$ cat src/rtl/fp_pkg.sv
// -----------------------------------------------------------------------------
// fp_pkg
// Shared constants and types for the single-precision adder datapath.
//   EXP_W   : exponent width
//   FRAC_W  : stored fraction width (hidden bit excluded)
//   EXP_MAX : all-ones biased exponent (infinity / NaN encoding)
//   BIAS    : exponent bias
//   fp_sp   : packed {sign, exp, frac} single-precision result
// -----------------------------------------------------------------------------
package fp_pkg;

  localparam int EXP_W   = 8;
  localparam int FRAC_W  = 23;
  localparam int EXP_MAX = 255;
  localparam int BIAS    = 127;

  typedef struct packed {
    logic              sign;
    logic [EXP_W-1:0]  exp;
    logic [FRAC_W-1:0] frac;
  } fp_sp;

endpackage : fp_pkg

$ cat src/rtl/priority_coder.sv
// -----------------------------------------------------------------------------
// priority_coder
// Combinational leading-one detector.
//   word      : input vector
//   msb_index : position of the most significant set bit (0 when word == 0)
// -----------------------------------------------------------------------------
module priority_coder #(
  parameter int WORD_SIZE = 25,
  parameter int IDX_W     = $clog2(WORD_SIZE)
) (
  input  logic [WORD_SIZE-1:0] word,
  output logic [IDX_W-1:0]     msb_index
);

  // NOTE: combinational logic uses blocking '=' and assigns a default first,
  // so every path drives msb_index and no latch is inferred.
  always_comb begin
    msb_index = '0;
    // Ascending scan: the last hit (highest set bit) wins.
    for (int i = 0; i < WORD_SIZE; i++) begin
      if (word[i]) msb_index = i[IDX_W-1:0];
    end
  end

endmodule : priority_coder

$ cat src/rtl/fp_normalizer.sv
// -----------------------------------------------------------------------------
// fp_normalizer
// Post-add normalization stage of the single-precision FPU adder.
// Two-stage pipeline with valid/ready handshake, latency 2.
//   S1: registers the beat plus the leading-one position of the raw mantissa.
//   S2: shifts into 1.f form, adjusts the exponent, flags overflow/underflow.
// Ports:
//   clk, rst (async, active-high)
//   in_valid/in_ready, in_sign, in_exp, in_mant (carry + 24 bits), in_sticky
//   out_valid/out_ready, out_sign, out_exp, out_frac, out_ovf, out_unf
// Build option:
//   FP_NORM_ROUND_NEAREST_EN : round-to-nearest-even after normalization;
//   when undefined the result is truncated and in_sticky is ignored.
// -----------------------------------------------------------------------------
module fp_normalizer #(
  parameter int MANT_W = 25,
  parameter int EXP_W  = 8
) (
  input  logic              clk,
  input  logic              rst,
  input  logic              in_valid,
  output logic              in_ready,
  input  logic              in_sign,
  input  logic [EXP_W-1:0]  in_exp,
  input  logic [MANT_W-1:0] in_mant,
  input  logic              in_sticky,
  output logic              out_valid,
  input  logic              out_ready,
  output logic              out_sign,
  output logic [EXP_W-1:0]  out_exp,
  output logic [MANT_W-3:0] out_frac,
  output logic              out_ovf,
  output logic              out_unf
);

  import fp_pkg::*;

  localparam int FW    = MANT_W - 2;          // fraction width == hidden-bit index
  localparam int IDX_W = $clog2(MANT_W);
  localparam logic [EXP_W-1:0] EXP_ONES = '1;
  localparam logic [EXP_W:0]   EXP_SAT  = (EXP_W+1)'(EXP_MAX);
  localparam logic [IDX_W-1:0] IDX_CARRY  = IDX_W'(MANT_W - 1);
  localparam logic [IDX_W-1:0] IDX_HIDDEN = IDX_W'(FW);

  // ---------------- S1 ----------------
  logic              s1_valid_q, s1_valid_d;
  logic              s1_sign_q,  s1_sign_d;
  logic [EXP_W-1:0]  s1_exp_q,   s1_exp_d;
  logic [MANT_W-1:0] s1_mant_q,  s1_mant_d;
  logic [IDX_W-1:0]  s1_idx_q,   s1_idx_d;
  logic [IDX_W-1:0]  pc_idx;
  logic              advance;
`ifdef FP_NORM_ROUND_NEAREST_EN
  logic              s1_sticky_q, s1_sticky_d;
`else
  logic              unused_sticky;
  assign unused_sticky = in_sticky;
`endif

  priority_coder #(.WORD_SIZE(MANT_W), .IDX_W(IDX_W)) u_priority_coder (
    .word      (in_mant),
    .msb_index (pc_idx)
  );

  always_comb begin
    advance    = !out_valid | out_ready;
    in_ready   = advance | !s1_valid_q;
    s1_valid_d = s1_valid_q;
    s1_sign_d  = s1_sign_q;
    s1_exp_d   = s1_exp_q;
    s1_mant_d  = s1_mant_q;
    s1_idx_d   = s1_idx_q;
`ifdef FP_NORM_ROUND_NEAREST_EN
    s1_sticky_d = s1_sticky_q;
`endif
    // When in_ready is high S1 is either empty or draining into S2 this cycle.
    if (in_ready) begin
      s1_valid_d = in_valid;
      if (in_valid) begin
        s1_sign_d = in_sign;
        s1_exp_d  = in_exp;
        s1_mant_d = in_mant;
        s1_idx_d  = pc_idx;
`ifdef FP_NORM_ROUND_NEAREST_EN
        s1_sticky_d = in_sticky;
`endif
      end
    end
  end

  // ---------------- S2 arithmetic ----------------
  fp_sp             calc_res;
  logic             calc_ovf, calc_unf;
  logic [EXP_W:0]   exp_ext;         // one extra bit so +1 / -shift cannot wrap
  logic [IDX_W-1:0] shift;
  logic [FW-1:0]    frac_tmp;
  logic             round_carry;
`ifdef FP_NORM_ROUND_NEAREST_EN
  logic             round_up;
`endif

  always_comb begin
    calc_res      = '0;
    calc_res.sign = s1_sign_q;
    calc_ovf      = 1'b0;
    calc_unf      = 1'b0;
    exp_ext       = '0;
    shift         = '0;
    frac_tmp      = '0;
    round_carry   = 1'b0;
`ifdef FP_NORM_ROUND_NEAREST_EN
    round_up      = 1'b0;
`endif
    if (s1_exp_q == EXP_ONES) begin
      // Infinity / NaN pass straight through.
      calc_res.exp  = EXP_ONES;
      calc_res.frac = s1_mant_q[FW-1:0];
    end else if (s1_mant_q == '0) begin
      // Exact zero: exp and frac stay 0, no underflow.
    end else if (s1_idx_q == IDX_CARRY) begin
      // Carry out of the add: shift right by one, bump exponent.
`ifdef FP_NORM_ROUND_NEAREST_EN
      // Guard is the bit dropped by the right shift; frac[0] is mant[1].
      round_up    = s1_mant_q[0] & (s1_sticky_q | s1_mant_q[1]);
      round_carry = round_up & (&s1_mant_q[FW:1]);
      frac_tmp    = s1_mant_q[FW:1] + FW'(round_up);
`else
      frac_tmp    = s1_mant_q[FW:1];
`endif
      exp_ext = {1'b0, s1_exp_q} + (EXP_W+1)'(1) + (EXP_W+1)'(round_carry);
      if (exp_ext >= EXP_SAT) begin
        calc_res.exp  = EXP_ONES;
        calc_ovf      = 1'b1;
      end else begin
        calc_res.exp  = exp_ext[EXP_W-1:0];
        calc_res.frac = frac_tmp;
      end
    end else if (s1_idx_q == IDX_HIDDEN) begin
      calc_res.exp  = s1_exp_q;
      calc_res.frac = s1_mant_q[FW-1:0];
    end else begin
      // Cancellation: left-shift the leading one up to the hidden position.
      shift = IDX_HIDDEN - s1_idx_q;
      if ({1'b0, s1_exp_q} <= (EXP_W+1)'(shift)) begin
        calc_unf = 1'b1;
      end else begin
        exp_ext       = {1'b0, s1_exp_q} - (EXP_W+1)'(shift);
        calc_res.exp  = exp_ext[EXP_W-1:0];
        calc_res.frac = FW'(s1_mant_q << shift);
      end
    end
  end

  // ---------------- S2 registers ----------------
  logic out_valid_q, out_valid_d;
  fp_sp res_q, res_d;
  logic ovf_q, ovf_d, unf_q, unf_d;

  always_comb begin
    out_valid_d = out_valid_q;
    res_d       = res_q;
    ovf_d       = ovf_q;
    unf_d       = unf_q;
    // Holding everything when !advance keeps out_* stable under backpressure.
    if (advance) begin
      out_valid_d = s1_valid_q;
      if (s1_valid_q) begin
        res_d = calc_res;
        ovf_d = calc_ovf;
        unf_d = calc_unf;
      end
    end
  end

  // NOTE: sequential state uses non-blocking '<='; the datapath registers are
  // reset too, because the outputs must read as zero straight out of reset.
  always_ff @(posedge clk or posedge rst) begin
    if (rst) begin
      s1_valid_q  <= 1'b0;
      s1_sign_q   <= 1'b0;
      s1_exp_q    <= '0;
      s1_mant_q   <= '0;
      s1_idx_q    <= '0;
`ifdef FP_NORM_ROUND_NEAREST_EN
      s1_sticky_q <= 1'b0;
`endif
      out_valid_q <= 1'b0;
      res_q       <= '0;
      ovf_q       <= 1'b0;
      unf_q       <= 1'b0;
    end else begin
      s1_valid_q  <= s1_valid_d;
      s1_sign_q   <= s1_sign_d;
      s1_exp_q    <= s1_exp_d;
      s1_mant_q   <= s1_mant_d;
      s1_idx_q    <= s1_idx_d;
`ifdef FP_NORM_ROUND_NEAREST_EN
      s1_sticky_q <= s1_sticky_d;
`endif
      out_valid_q <= out_valid_d;
      res_q       <= res_d;
      ovf_q       <= ovf_d;
      unf_q       <= unf_d;
    end
  end

  assign out_valid = out_valid_q;
  assign out_sign  = res_q.sign;
  assign out_exp   = res_q.exp;
  assign out_frac  = res_q.frac;
  assign out_ovf   = ovf_q;
  assign out_unf   = unf_q;

endmodule : fp_normalizer

$ cat config.mk
export PLATFORM = sky130hd
export DESIGN_NAME = fp_normalizer
export DESIGN_NICKNAME = d
export VERILOG_FILES = /design/src/rtl/fp_pkg.sv /design/src/rtl/priority_coder.sv /design/src/rtl/fp_normalizer.sv
export SDC_FILE = /design/constraint.sdc
export NUM_CORES = 1
export LEC_CHECK = 0
export BUFFER_PORTS_ARGS = -buffer_cell sky130_fd_sc_hd__buf_2
export CORE_MARGIN = 2
export CORE_UTILIZATION = 59
export DETAILED_ROUTE_END_ITERATION = 7
export PLACE_DENSITY = 0.81
export SLEW_MARGIN = 20
export SYNTH_ARGS = -nofsm -noshare
export SYNTH_HDL_FRONTEND = slang
export SYNTH_SLANG_ARGS = --single-unit
export TNS_END_PERCENT = 5
$ cat constraint.sdc
create_clock -name clk -period 4.15 [get_ports clk]
set_clock_uncertainty 0.2 [all_clocks]
set_input_delay 0.2075 -clock clk [delete_from_list [all_inputs] [get_ports clk]]
set_output_delay 0.2075 -clock clk [all_outputs]
set_load 0.02 [all_outputs]
==> results of run 1 <==
[Yosys cell counts, types with 3 or more instances]
cell and count:
a32o_1 4, o21a_1 5, nor2_1 61, nand2b_1 8, o31ai_1 4, a221oi_1 20
a21oi_1 39, buf_4 5, nor2b_1 5, buf_1 5, nor3_1 13, o22ai_1 3
nor4_1 12, or3_1 4, mux4_2 19, and4_1 3, nand3_1 9, o31a_1 3
buf_2 6, a31oi_1 10, o211a_1 4, o21ai_0 29, and2_1 3, a22oi_1 3
nand2_1 53, ha_1 8, dfrtp_1 75, mux2i_1 14, a221oi_2 8, a211oi_1 7
inv_1 14, clkbuf_1 29, o211ai_1 8, o41ai_1 3, nand4_1 5, mux2_2 42
xnor2_1 5
[power by group]
part	internal (mW)	total, mW	switching, mW
sequential	0.883	1.08	0.202
clock	0.233	0.570	0.336
combinational	0.551	1.30	0.751
[cell type report]
cell class	instances	area, sq um
clock inverter	7	65.1
fill	701	2690
clock buffer	9	124
inverter	15	56.3
multi-input combinational	450	3390
timing repair buffer	120	813
sequential	75	1880
tap	111	139
[worst min-delay path: cells and delay by family (launching register included)]
kind          cells  cell delay, ns
simple gates      2            0.11
flops             1            0.34
[through the flow]
| step | cell area (sq um) | instances | util | power, mW | hold WS, ns |
|---|---|---|---|---|---|
| detailed placement | 5900 | 733 | 0.644 | 2.34 | 0.196 |
| finish | 6470 | 787 | 0.707 | 2.96 | 0.274 |
| global route | 6470 | 787 | 0.707 | 3.12 | 0.301 |
| global placement | 5890 | 733 | 0.644 | 2.31 | 0.180 |
| floorplan | 5520 | 586 | - | 1.95 | 0.107 |
| CTS | 6470 | 787 | 0.707 | 2.93 | 0.280 |
[per-layer routing]
metal	share of wire	routed length (um)	vias to the layer above
li1	-	-	2412
met1	0.42	7330	2622
met2	0.47	8270	323
met3	0.089	1570	34
met4	0.020	349	0
met5	0	0	-
[cell families (layout without fill, tap and decap cells)]
| kind of cell | Yosys count | after routing | synth area share |
|---|---|---|---|
| AOI/OAI and AO/OA | 173 | 173 | 0.231 |
| xor gates and xnor gates | 7 | 7 | 0.0111 |
| adders and majority gates | 9 | 9 | 0.0218 |
| buffers and inverters | 61 | 151 | 0.0476 |
| DFF | 75 | 75 | 0.340 |
| muxes | 75 | 75 | 0.189 |
| and+or+nand+nor | 186 | 186 | 0.159 |
[path summary, 6_finish.rpt]
kind	start	to	slack, ns	cells past startpoint
worst max-delay path	s1_idx_q[4]	out_frac[12]	0.85	9
worst min-delay path	out_sign	out_sign	0.27	2
worst max register to register	s1_idx_q[4]	out_frac[12]	0.85	9
worst min register to register	out_sign	out_sign	0.27	2
max in group asynchronous	rst	out_frac[5]	2.41	4
min in group asynchronous	rst	s1_valid_q	0.32	3
[state kept, by name, indices dropped and copies added, names as in the netlist]
register    count
s1_idx_q        5
s1_sign_q       1
out_unf         1
out_valid       1
out_exp         8
s1_mant_q      25
out_sign        1
s1_valid_q      1
out_frac       23
s1_exp_q        8
out_ovf         1
==> qor.yml, run 1 <==
run_status:
  status: "finished clean"
layout:
  drive_gt1_frac: 0.263
  layout.nets: 719
  final_common_cell: "dfrtp_1"
  diodes: 0
  final_cell_mix: "dfrtp_1 (75), buf_2 (73), nor2_1 (61)"
  synthToLayoutAreaGrowth_pct: 17.2
drt:
  route.detailed.drc: 0
  routed_wl_mm: 17.5
  drtPass1Iterations: 5
  routedWlPerCell_um: 22.3
  num_vias: 5391
  drt-vias-per-instance: 6.85
  dr.first_iter.drc_count: 451
  detail-route-antenna-nets: 0
floorplan:
  die_h_um: 101
  dieArea_sq_um: 10100
  rows: 35
  fp.dieW_um: 101
  coreArea_sq_um: 9150
  ios: 75
  initial_utilization: 0.603
critical_path:
  critical_path_class: "flip-flop to flip-flop"
  crit_chain: "ha_1, inv_1, ha_1, o21a_1, o31a_1, o211ai_2, nor3_1, a31oi_1, a21oi_1"
  cp.required_ns: 4.24
  cp_slowest_cell: "nor3_1"
  end_kind: "flip-flop"
  cp_slowest_stage_delay_ns: 0.60
  crit_top_cell: "ha_1"
  cp_top_family: "compound AO/OA/AOI/OAI gates"
  crit_buf_inv: 1
  worstPathMaxFanout: 10
  startpoint_type: "flip-flop"
  critPathArrivalTime_ns: 3.38
logic_synthesis:
  ys_seq_area_frac: 0.340
  syn_area_sq_um: 5520
  synth.avg_cell_area_sq_um: 9.42
  synthCells: 586
  synth_flop_cell: "dfrtp_1"
  yosys_warnings: 0
  synth_top_area_cell: "dfrtp_1"
  synth_seq_cells: 75
  synth_top_cells_by_area: "dfrtp_1 (34%), mux2_2 (8.6%), mux4_2 (7.8%)"
  synth-edff-count: 0
  ys_types: 67
  async_reset_ff_frac: 1.00
  synth_top_area_frac: 0.340
  synth_fp_nets: 634
grt:
  grt_antenna_before_repair: 0
  grt_pass1_wl_mm: 28.0
  met3_usage: 0.0825
  grtUsageMet1: 0.497
  grt_overflow_total: 0
  grt_max_degree: 51
  globalRouteMet2Util: 0.562
  grt_usage: 0.359
  first_global_vias: 5326
  top_usage_layer: "met2"
timing:
  rsz0062_at_grt: "no"
  finalMaxSlewViolations: 0
  worstMarginPinSlew_ns: 1.07
  layout_setup_ws_ns: 0.851
  final-hold-violation-count: 0
  fin_crit_ns: 3.30
  max_freq_ghz: 0.303
  setup_tns_ns: 0
  maxSlewHeadroom: 0.288
  setup_violations: 0
  min_period_over_period: 0.795
clock_tree:
  cts-hold-fix-buffers: 38
  cts_root_buffer: "clkbuf_8"
  cts_buffer_depth: 2
  cts_resized: 0
  cts_tree: "yes"
  htreeDepth: 3
  cts_made_buffers: 9
  clk_latency_ns: 0.37
  cts.clk_slew.worst_paths_ns: 0.09
  postCtsSetupBuffers: 0
  clock_sinks: 75
placed_design:
  preCtsSetupSlack_ns: 0.998
  dp_hpwl_mm: 11.8
  place_congestion: 0.969
  portBuffers: 73
power:
  ir_drop_mv: 0.279
  powerDensity_nw_per_um2: 457
  p_leak_nw: 2.66
job:
  cap_violations: 0
hold_path:
  holdCritPathClass: "flip-flop to flip-flop"
Power figures use the tool's default switching activity.
==> run 2: changes to the inputs <==
==> constraint.sdc (replaced) <==
create_clock -name clk -period 3.3 [get_ports clk]
set_clock_uncertainty 0.2 [all_clocks]
set_input_delay 0.165 -clock clk [delete_from_list [all_inputs] [get_ports clk]]
set_output_delay 0.165 -clock clk [all_outputs]
set_load 0.02 [all_outputs]
==> qor.yml, run 2 (same netlist as run 1, synthesis figures left out) <==
placed_design:
  place_congestion: 1.01
  portBuffers: 73
  preCtsSetupSlack_ns: 0.166
  dp_hpwl_mm: 11.4
critical_path:
  startpoint_type: "flip-flop"
  cp.required_ns: 3.34
  r2r_start: "s1_mant_q[0]"
  end_kind: "flip-flop"
  crit_start: "s1_mant_q[0]"
  worstPathMaxFanout: 8
  critical_path_class: "flip-flop to flip-flop"
  cp_slowest_cell: "o211ai_1"
  crit_chain: "nor4_1, nand4_1, o211ai_1, nand2_1, a221oi_1, nor3_1"
  reg2reg_depth: 6
  critPathArrivalTime_ns: 3.17
  cp_slowest_stage_delay_ns: 0.64
clock_tree:
  cts.clk_slew.worst_paths_ns: 0.09
  htreeDepth: 3
  cts_made_buffers: 9
  cts_buffer_depth: 2
  postCtsSetupBuffers: 0
  cts_tree: "yes"
  clk_latency_ns: 0.37
  cts_root_buffer: "clkbuf_8"
  clock_sinks: 75
grt:
  first_global_vias: 5012
  grt_antenna_before_repair: 0
  grt_max_degree: 76
  grt_overflow_total: 0
  grt_usage: 0.329
  grt_pass1_wl_mm: 26.0
layout:
  drive_gt1_frac: 0.273
  regMostFlops: "s1_mant_q"
  final_util: 0.720
  final_common_cell: "dfrtp_1"
  layout.nets: 728
  final_cell_mix: "dfrtp_1 (75), buf_2 (73), nor2_1 (61)"
  diodes: 0
  largest_reg_flops: 25
  synthToLayoutAreaGrowth_pct: 19.5
timing:
  final-hold-violation-count: 0
  rsz0062_at_grt: "no"
  setup_tns_ns: 0
  max_freq_ghz: 0.319
  fin_crit_ns: 3.13
  finalMaxSlewViolations: 0
  min_period_over_period: 0.949
  setup_violations: 0
  worstMarginPinSlew_ns: 0.995
  maxSlewHeadroom: 0.335
  worst_hold_slack_ns: 0.232
  layout_setup_ws_ns: 0.169
drt:
  routed_wl_mm: 16.3
  detail-route-antenna-nets: 0
  drt-vias-per-instance: 6.64
  route.detailed.drc: 0
  drtPass1Iterations: 5
  num_vias: 5289
  dr.first_iter.drc_count: 413
  routedWlPerCell_um: 20.5
floorplan:
  die_h_um: 101
  initial_utilization: 0.603
  rows: 35
  coreArea_sq_um: 9150
  fp.dieW_um: 101
  ios: 75
  dieArea_sq_um: 10100
job:
  cap_violations: 0
power:
  p_leak_nw: 2.73
  ir_drop_mv: 0.335
  powerDensity_nw_per_um2: 581
run_status:
  status: "finished clean"
hold_path:
  holdCritPathClass: "input port to async pin"
==> run 2: cell count changes in the layout (fill, tap and decap cells not counted) <==
cell | previous run | this run
buf_4 | 9 | 16
buf_12 | 0 | 2
bufinv_16 | 0 | 2
inv_8 | 2 | 0
clkinv_2 | 0 | 1
inv_6 | 3 | 2
==> run 2: layer usage <==
| layer | track usage | vias up | part of all wire |
|---|---|---|---|
| met2 | 0.521 | 269 | 0.47 |
| li1 | - | 2422 | - |
| met1 | 0.468 | 2560 | 0.43 |
| met3 | 0.0555 | 38 | 0.074 |
| met4 | 0.0969 | 0 | 0.021 |
| met5 | 0 | - | 0 |
==> run 2: final timing paths <==
check                      slack, ns             to
min                             0.23  s1_mant_q[20]
min in group clk                0.28        out_ovf
max reg2reg                     0.17   out_frac[21]
min reg2reg                     0.28        out_ovf
max                             0.17   out_frac[21]
max in group asynchronous       2.35        out_ovf
==> run 2: worst max-delay path, delay by kind of cell, from the launching register on <==
kind | cells | cell delay [ns]
AOI/OAI and AO/OA | 2 | 1.01
DFF | 1 | 0.52
and+or+nand+nor | 4 | 1.27
==> run 2: layout make-up <==
cell class              count  area [sq um]
inverters                  15          56.3
well taps                 111           139
multi-input cells         450          3390
repair buffers            129           906
fillers                   672          2560
flip-flops and latches     75          1880
clock buffers               9           124
clock inverters             7          98.8
==> run 2: where the power goes <==
group	total [mW]	switching, mW	internal [mW]
Sequential	1.34	0.232	1.11
Clock	0.814	0.383	0.431
Combinational	1.67	0.949	0.722
==> run 2: through the flow <==
stage               total power, mW  cell area (sq um)  instances
floorplan                      2.46               5520        586
global placement               2.92               5980        742
detailed placement             2.95               5980        742
CTS                            3.81               6590        796
global route                   4.03               6590        796
finish                         3.83               6590        796
==> run 2: what timing repair did <==
action | in CTS | in global routing
resized for setup | 0 | 0
setup endpoints to repair | 0 | 0
endpoints found under the hold margin | 116 | 0
hold buffers | 38 | 0
==> run 3: changes to the inputs <==
--- a/config.mk
+++ b/config.mk
@@ -6,6 +6,8 @@
 export NUM_CORES = 1
 export LEC_CHECK = 0
 export BUFFER_PORTS_ARGS = -buffer_cell sky130_fd_sc_hd__buf_2
+export CAP_MARGIN = 20
+export CORE_ASPECT_RATIO = 1.75
 export CORE_MARGIN = 2
 export CORE_UTILIZATION = 59
 export DETAILED_ROUTE_END_ITERATION = 7
==> qor.yml, run 3 (same netlist as run 1, synthesis figures left out) <==
run_status:
  status: "finished clean"
floorplan:
  coreArea_sq_um: 9090
  ios: 75
  die_h_um: 132
  dieArea_sq_um: 10200
  initial_utilization: 0.607
  rows: 46
  fp.dieW_um: 77.1
power:
  p_sw_mw: 1.60
  seqPwrFrac: 0.331
  p_sw_frac: 0.396
  pwr-share-clk: 0.242
  combPwrFrac: 0.427
  p_total_mw: 4.05
  p_int_mw: 2.45
  p_leak_nw: 2.80
  powerDensity_nw_per_um2: 602
  ir_drop_mv: 0.361
clock_tree:
  clk_latency_ns: 0.34
  cts.clk_slew.worst_paths_ns: 0.06
  postCtsSetupBuffers: 0
  cts_buffer_depth: 2
  htreeDepth: 3
  cts_made_buffers: 9
  cts_tree: "yes"
  cts_root_buffer: "clkbuf_16"
  clock_sinks: 75
layout:
  final_common_cell: "dfrtp_1"
  drive_gt1_frac: 0.279
  diodes: 0
  regMostFlops: "s1_mant_q"
  final_cell_mix: "dfrtp_1 (75), buf_2 (73), nor2_1 (61)"
  final_util: 0.740
  synthToLayoutAreaGrowth_pct: 21.9
  stdcell_area_sq_um: 6730
  largest_reg_flops: 25
  layout.nets: 735
placed_design:
  dp_hpwl_mm: 13.0
  portBuffers: 73
  preCtsSetupSlack_ns: 0.135
  place_congestion: 0.974
  dpl_cell_area_sq_um: 6050
timing:
  min_period_over_period: 0.932
  max_freq_ghz: 0.325
  finalMaxSlewViolations: 0
  final-hold-violation-count: 0
  rsz0062_at_grt: "no"
  fin_crit_ns: 3.08
  layout_setup_ws_ns: 0.224
  worstMarginPinSlew_ns: 0.913
  setup_violations: 0
  maxSlewHeadroom: 0.390
  setup_tns_ns: 0
grt:
  grt_max_degree: 45
  first_global_vias: 5328
  grt_antenna_before_repair: 0
  grt_usage: 0.369
  grt_pass1_wl_mm: 28.9
  grt_overflow_total: 0
critical_path:
  critPathArrivalTime_ns: 3.13
  end_kind: "flip-flop"
  cp.required_ns: 3.35
  crit_buf_inv: 1
  crit_chain: "inv_1, ha_1, fa_1, nor2b_1, o31a_1, o211a_1, a21oi_1, or3_1, a21oi_1"
  cp_slowest_stage_delay_ns: 0.43
  worstPathMaxFanout: 10
  critical_path_class: "flip-flop to flip-flop"
  cp_slowest_cell: "dfrtp_1"
  cp_top_family: "compound AO/OA/AOI/OAI gates"
  startpoint_type: "flip-flop"
  crit_top_cell: "a21oi_1"
drt:
  routed_wl_mm: 18.2
  drt-vias-per-instance: 6.67
  dr.first_iter.drc_count: 375
  routedWlPerCell_um: 22.5
  detail-route-antenna-nets: 0
  route.detailed.drc: 0
  num_vias: 5413
  drtPass1Iterations: 7
hold_path:
  holdCritPathClass: "flip-flop to flip-flop"
job:
  cap_violations: 0
## run 3: cell count changes in the layout (fill, tap and decap cells not counted), sizes merged
cell / previous run / this run
bufinv: 2 / 1
buf: 91 / 98
clkinvlp: 1 / 0
clkbuf: 9 / 10
clkinv: 3 / 5
inv: 16 / 14
## run 3: worst paths after layout
| check | from | to | slack (ns) | cells after the start |
|---|---|---|---|---|
| min in group asynchronous | rst | s1_valid_q | 0.30 | 3 |
| max in group asynchronous | rst | s1_idx_q[0] | 1.58 | 4 |
| worst min-delay path | out_unf | out_unf | 0.27 | 2 |
| worst max-delay path | s1_exp_q[0] | out_frac[0] | 0.22 | 9 |
| worst max register to register | s1_exp_q[0] | out_frac[0] | 0.22 | 9 |
| worst min register to register | out_unf | out_unf | 0.27 | 2 |
## run 3: area by class of cell
type	count	area (sq um)
Clock buffer	10	239
Clock inverter	5	53.8
Fill cell	695	2370
Inverter	15	56.3
Multi-Input combinational cell	450	3390
Sequential cell	75	1880
Tap cell	120	150
Timing Repair Buffer	136	958
## run 3: what timing repair did
item,CTS,global route
hold endpoints to repair,71,0
gates resized for setup,0,0
hold buffers,38,0
## run 3: layer usage
layer,vias up,track usage,wire length (um)
li1,2434,-,-
met1,2616,0.415,6320
met2,283,0.662,9740
met3,80,0.0514,1100
met4,0,0.204,1090
met5,-,0,0
## run 3: worst reg2reg max path: stages, from the launching register on
cell     delay, ns
dfrtp_1       0.43
inv_1         0.13
ha_1          0.24
fa_1          0.41
nor2b_1       0.17
o31a_1        0.25
o211a_1       0.42
a21oi_1       0.12
or3_1         0.43
a21oi_1       0.18
## run 3: power groups by stage
stage | logic, mW | registers (mW) | clock network [mW]
after floorplan | 1.05 | 1.41 | 0
after global placement | 1.64 | 1.34 | 0
after detailed placement | 1.66 | 1.34 | 0
after CTS | 1.71 | 1.33 | 0.986
after global routing | 1.86 | 1.36 | 1.04
final | 1.73 | 1.34 | 0.982
## run 3: metrics by stage
stage               hold WS (ns)  std cells
global placement          0.0695        758
finish                     0.267        811
floorplan                 0.0642        586
detailed placement        0.0899        758
global route               0.315        811
CTS                        0.273        811
